**src/rtl/uniform_f32_multi_gen.sv**
```systemverilog
// Multi-channel uniform random generator: one 23-bit Fibonacci LFSR (x^23+x^18+1) per channel.
// Samples are emitted as floats in [1,2) or raw mantissas behind a valid/ready output register.

module uniform_f32_lane #(
  parameter int unsigned STEPS   = 1,
  parameter logic [22:0] RST_VAL = 23'h000001
) (
  input  logic        clk,
  input  logic        rst,
  input  logic        adv_en_i,
  input  logic        seed_en_i,
  input  logic [22:0] seed_data_i,
  output logic [22:0] state_o
);
  logic [22:0] state_q, state_d, adv;

  // STEPS shifts unrolled into one combinational cone
  always_comb begin
    adv = state_q;
    for (int k = 0; k < int'(STEPS); k++) adv = {adv[21:0], adv[22] ^ adv[17]};
  end

  always_comb begin
    state_d = state_q;
    if (seed_en_i)     state_d = (seed_data_i == 23'd0) ? 23'h000001 : seed_data_i;
    else if (adv_en_i) state_d = adv;
  end

  always_ff @(posedge clk or posedge rst)
    if (rst) state_q <= RST_VAL;
    else     state_q <= state_d;

  assign state_o = state_q;
endmodule

module uniform_f32_multi_gen #(
  parameter int unsigned NCH   = 4,
  parameter int unsigned STEPS = 1
) (
  input  logic              clk,
  input  logic              rst,
  input  logic              run,
  input  logic              mode,
  input  logic              seed_wr,
  input  logic [2:0]        seed_ch,
  input  logic [22:0]       seed_data,
  output logic              out_valid,
  input  logic              out_ready,
  output logic [32*NCH-1:0] out_data,
  output logic [31:0]       sample_cnt
);
  logic                      load, hs;
  logic                      out_valid_q, out_valid_d;
  logic [NCH-1:0][31:0]      out_data_q, out_data_d;
  logic [31:0]               sample_cnt_q, sample_cnt_d;
  logic [NCH-1:0][22:0]      state;
  logic [8:0]                prefix;

  assign load   = run && !seed_wr && (!out_valid_q || out_ready);
  assign hs     = out_valid_q && out_ready;
  assign prefix = mode ? 9'h000 : 9'h07F;

  for (genvar i = 0; i < NCH; i++) begin : g_lane
    uniform_f32_lane #(
      .STEPS  (STEPS),
      .RST_VAL(23'h000001 << i)
    ) u_lane (
      .clk        (clk),
      .rst        (rst),
      .adv_en_i   (load),
      .seed_en_i  (seed_wr && (seed_ch == 3'(i))),
      .seed_data_i(seed_data),
      .state_o    (state[i])
    );
  end

  always_comb begin
    out_data_d   = out_data_q;
    out_valid_d  = out_valid_q;
    sample_cnt_d = sample_cnt_q + {31'd0, hs};
    if (load) begin
      for (int i = 0; i < int'(NCH); i++) out_data_d[i] = {prefix, state[i]};
      out_valid_d = 1'b1;
    end else if (seed_wr || hs) begin
      // a seed write flushes any pending sample so the stream restarts cleanly
      out_valid_d = 1'b0;
    end
  end

  always_ff @(posedge clk or posedge rst)
    if (rst) begin
      out_valid_q  <= 1'b0;
      out_data_q   <= '0;
      sample_cnt_q <= '0;
    end else begin
      out_valid_q  <= out_valid_d;
      out_data_q   <= out_data_d;
      sample_cnt_q <= sample_cnt_d;
    end

  assign out_valid  = out_valid_q;
  assign out_data   = out_data_q;
  assign sample_cnt = sample_cnt_q;
endmodule

```
**config.mk**
```make
export PLATFORM = sky130hd
export DESIGN_NAME = uniform_f32_multi_gen
export DESIGN_NICKNAME = d
export VERILOG_FILES = /design/src/rtl/uniform_f32_multi_gen.sv
export SDC_FILE = /design/constraint.sdc
export NUM_CORES = 1
export LEC_CHECK = 0
export CAP_MARGIN = 0
export CORE_ASPECT_RATIO = 2
export CORE_MARGIN = 2
export CORE_UTILIZATION = 47
export DETAILED_ROUTE_END_ITERATION = 16
export MAX_ROUTING_LAYER = met4
export PLACE_DENSITY = 0.81
export SYNTH_ARGS = -nofsm -noshare
export SYNTH_HDL_FRONTEND = slang
export SYNTH_HIERARCHICAL = 1
export SYNTH_SLANG_ARGS = --single-unit
```
**constraint.sdc**
```tcl
create_clock -name clk -period 3.9 [get_ports clk]
set_input_delay 0.78 -clock clk [delete_from_list [all_inputs] [get_ports clk]]
set_output_delay 0.78 -clock clk [all_outputs]
set_load 0.02 [all_outputs]
```
==> results.toml <==
[outcome]
status = "completed"

[pwr]
p_seq_frac = 0.427
p_per_area_nw_per_um2 = 721.6
internal-power_mw = 5.947
power_frac_comb = 0.347
clkPwrFrac = 0.226
ir_drop_mv = 0.4066
swShare = 0.3357
p_leak_nw = 5.221
switchingPower_mw = 3.006

[sta]
relSlewSlack = 0.3926
setup_ws_ns = 1.049
hold_viol = 0
slew_viol_final = 0
rsz0062_at_grt = "false"
min_period_over_period = 0.7311
fmax_mhz = 350.7
fin_worst_skew_ns = 0.01283
worstMarginPinSlew_ns = 0.9101
setup_viol = 0
fin_hold_ws_ns = 0.4802
period_needed_ns = 2.851
fin_tns_setup_ns = 0

[grt]
grt_use_total = 0.2209
grt_max_degree = 97
grt_pass1_wl_um = 38290
grt_antenna_before_repair = 0
grt_pass1_vias = 6839
overflow = 0

[drt]
first_iter_violations = 514
dr.pass1.iters = 5
wire_per_inst_um = 19.35
viasPerCell = 5.459
drc = 0
totalWireLength_um = 24030
ant_nets = 0
dr_total_vias = 6780

[floorplan]
io_pins = 193
fp.dieW_um = 107.4
core-area_um2 = 21020
die_h_um = 210.7
rows = 75
start_util = 0.4777
dieArea_um2 = 22620

[worst_setup_path]
worstSetupStartpointType = "flop"
path_class = "flop to output pin"
endpoint_kind = "output pin"
cp_top_family = "flip-flops"
slowest_delay_ns = 0.83
crit_fanout = 29
cp_slowest_cell = "dfrtp_1"
cp.arrival_ns = 2.07
worstPathCellList = "clkdlybuf4s50_1"
path_buf_inv = 1
crit_required_ns = 3.12

[clock_network]
cts_tree = "built"
worstSkewPairLatency_ns = 0.49
numCtsBuffers = 20
cts_sinks = 218
htree_levels = 1
cts_setup_buffers = 0
holdBufCountCts = 0
cts_resized = 0
cts_root_buf = "clkbuf_16"
cts_buffer_depth = 3
clk_transition_reported_paths_ns = 0.07

[worst_hold_path]
hp-class = "flop to flop"

[place]
gp_congestion = 0.8318
port_buffers = 184
place_hpwl_um = 16410
post-place-ws_ns = 1.066

[synth]
synth-seq-area-share = 0.5437
syn_area_um2 = 10040
synth-seq-cells = 218
synth_top_area_share = 0.5333
ys_warn_count = 6
yosys-top-cells-area = "dfrtp_1 53%, mux2_2 10%, mux2i_1 8.9%"
syn_area_per_cell_um2 = 12.31
synthCells = 816
ys_types = 36
synth.largest_area_cell = "dfrtp_1"

[cells_and_area]
area_growth_pct = 23.56
drive_above_1_share = 0.1757
n_antenna_cell = 0
nets = 995
filler_cell_count = 1701

[flow_run]
timing.max_cap.violations = 0
==> flip-flops by register name, summed over array words and instances, names as in the netlist <==
| signal | count |
|---|---|
| g_lane.u_lane/state_o | 92 |
| out_data | 93 |
| out_valid | 1 |
| sample_cnt | 32 |
==> layout by cell type (no fill, tap or decap), types with 9 or more instances in the layout <==
cell / instances
nand4_1: 9
xor2_1: 22
nor4_2: 16
clkbuf_16: 21
dfrtp_1: 214
nand3_1: 14
mux2_2: 92
nor2_1: 15
xnor2_1: 12
nor4_1: 12
inv_1: 10
nand2_1: 96
clkdlybuf4s50_1: 184
mux2i_1: 89
nor2b_1: 10
o21ai_1: 76
==> final timing paths <==
kind                                startpoint  cells after the start             end  slack (ns)
worst max-delay path             out_data[124]                      1    out_data[27]        1.05
worst min-delay path            sample_cnt[31]                      1  sample_cnt[31]        0.48
worst max register to register       out_valid                      4   out_data[102]        1.92
worst min register to register  sample_cnt[31]                      1  sample_cnt[31]        0.48
max in group asynchronous                  rst                      3    out_data[79]        2.30
min in group asynchronous                  rst                      2    out_data[66]        0.86
==> routing by layer <==
layer  global-route usage  up-vias  part of all wire
met2               0.3773      245              0.53
li1                     -     3115                 -
met5                    -        -                 0
met4              0.09240        0             0.041
met3              0.02592       58             0.047
met1               0.2631     3362              0.38
==> power by group through the flow <==
stage,clock [mW],sequential [mW],combinational (mW)
6_report,2.03,3.82,3.10
4_1_cts,2.07,3.83,3.14
5_1_grt,2.15,3.95,3.30
3_3_place_gp,0,3.84,3.06
2_1_floorplan,0,4.29,1.18
3_5_place_dp,0,3.86,3.13
==> worst register-to-register path, stage by stage, from the launching register on <==
cell and delay [ns]:
dfrtp_1 0.40, nor2b_1 0.19, nor3b_4 0.30, buf_12 0.44, mux2_2 0.54
==> metrics by stage <==
step                      instance area, µm²    util  power (mW)  instances
after floorplan                        10070       -       5.466        823
after global placement                 11730  0.5580       6.894       1207
after detailed placement               11730  0.5580       6.989       1207
after CTS                              12410  0.5903       9.044       1242
after global routing                   12410  0.5903       9.409       1242
final                                  12410  0.5903       8.953       1242
==> synthesized netlist by cell type (all sizes together) <==
cell type and instances:
a211oi 4, and2 3, and3 3, and3b 1, and4 4, buf 74, clkbuf 4, conb 1
dfrtp 214, dfstp 4, ha 3, inv 11, mux2 92, mux2i 89, nand2 96, nand3 15
nand4 12, nor2 16, nor2b 10, nor3 7, nor3b 2, nor4 28, o21ai 84, o221ai 4
or3b 1, xnor2 12, xor2 22
==> layout make-up <==
| cell class | instances | area [µm²] | area share |
|---|---|---|---|
| Clock buffer | 26 | 574.3 | 0.04628 |
| Tap cell | 269 | 336.6 | 0.02713 |
| Multi-Input combinational cell | 516 | 3941 | 0.3176 |
| Clock inverter | 9 | 103.9 | 0.008369 |
| Timing Repair Buffer | 193 | 1947 | 0.1569 |
| Inverter | 11 | 45.04 | 0.003630 |
| Sequential cell | 218 | 5460 | 0.4401 |
==> kinds of logic (layout without fill, tap and decap cells) <==
kind of cell,count (synthesis),count (layout),share of synthesized area
buffers and inverters,89,239,0.06778
AND/OR/NAND/NOR,198,198,0.1100
XOR/XNOR,34,34,0.02965
other,1,8,0.0003734
adder cells (fa/ha/maj),3,3,0.003738
multiplexers,181,181,0.1919
flip-flops,218,218,0.5437
AO/OA/AOI/OAI,92,92,0.05283
No activity file was read; power rests on OpenSTA's default activity.
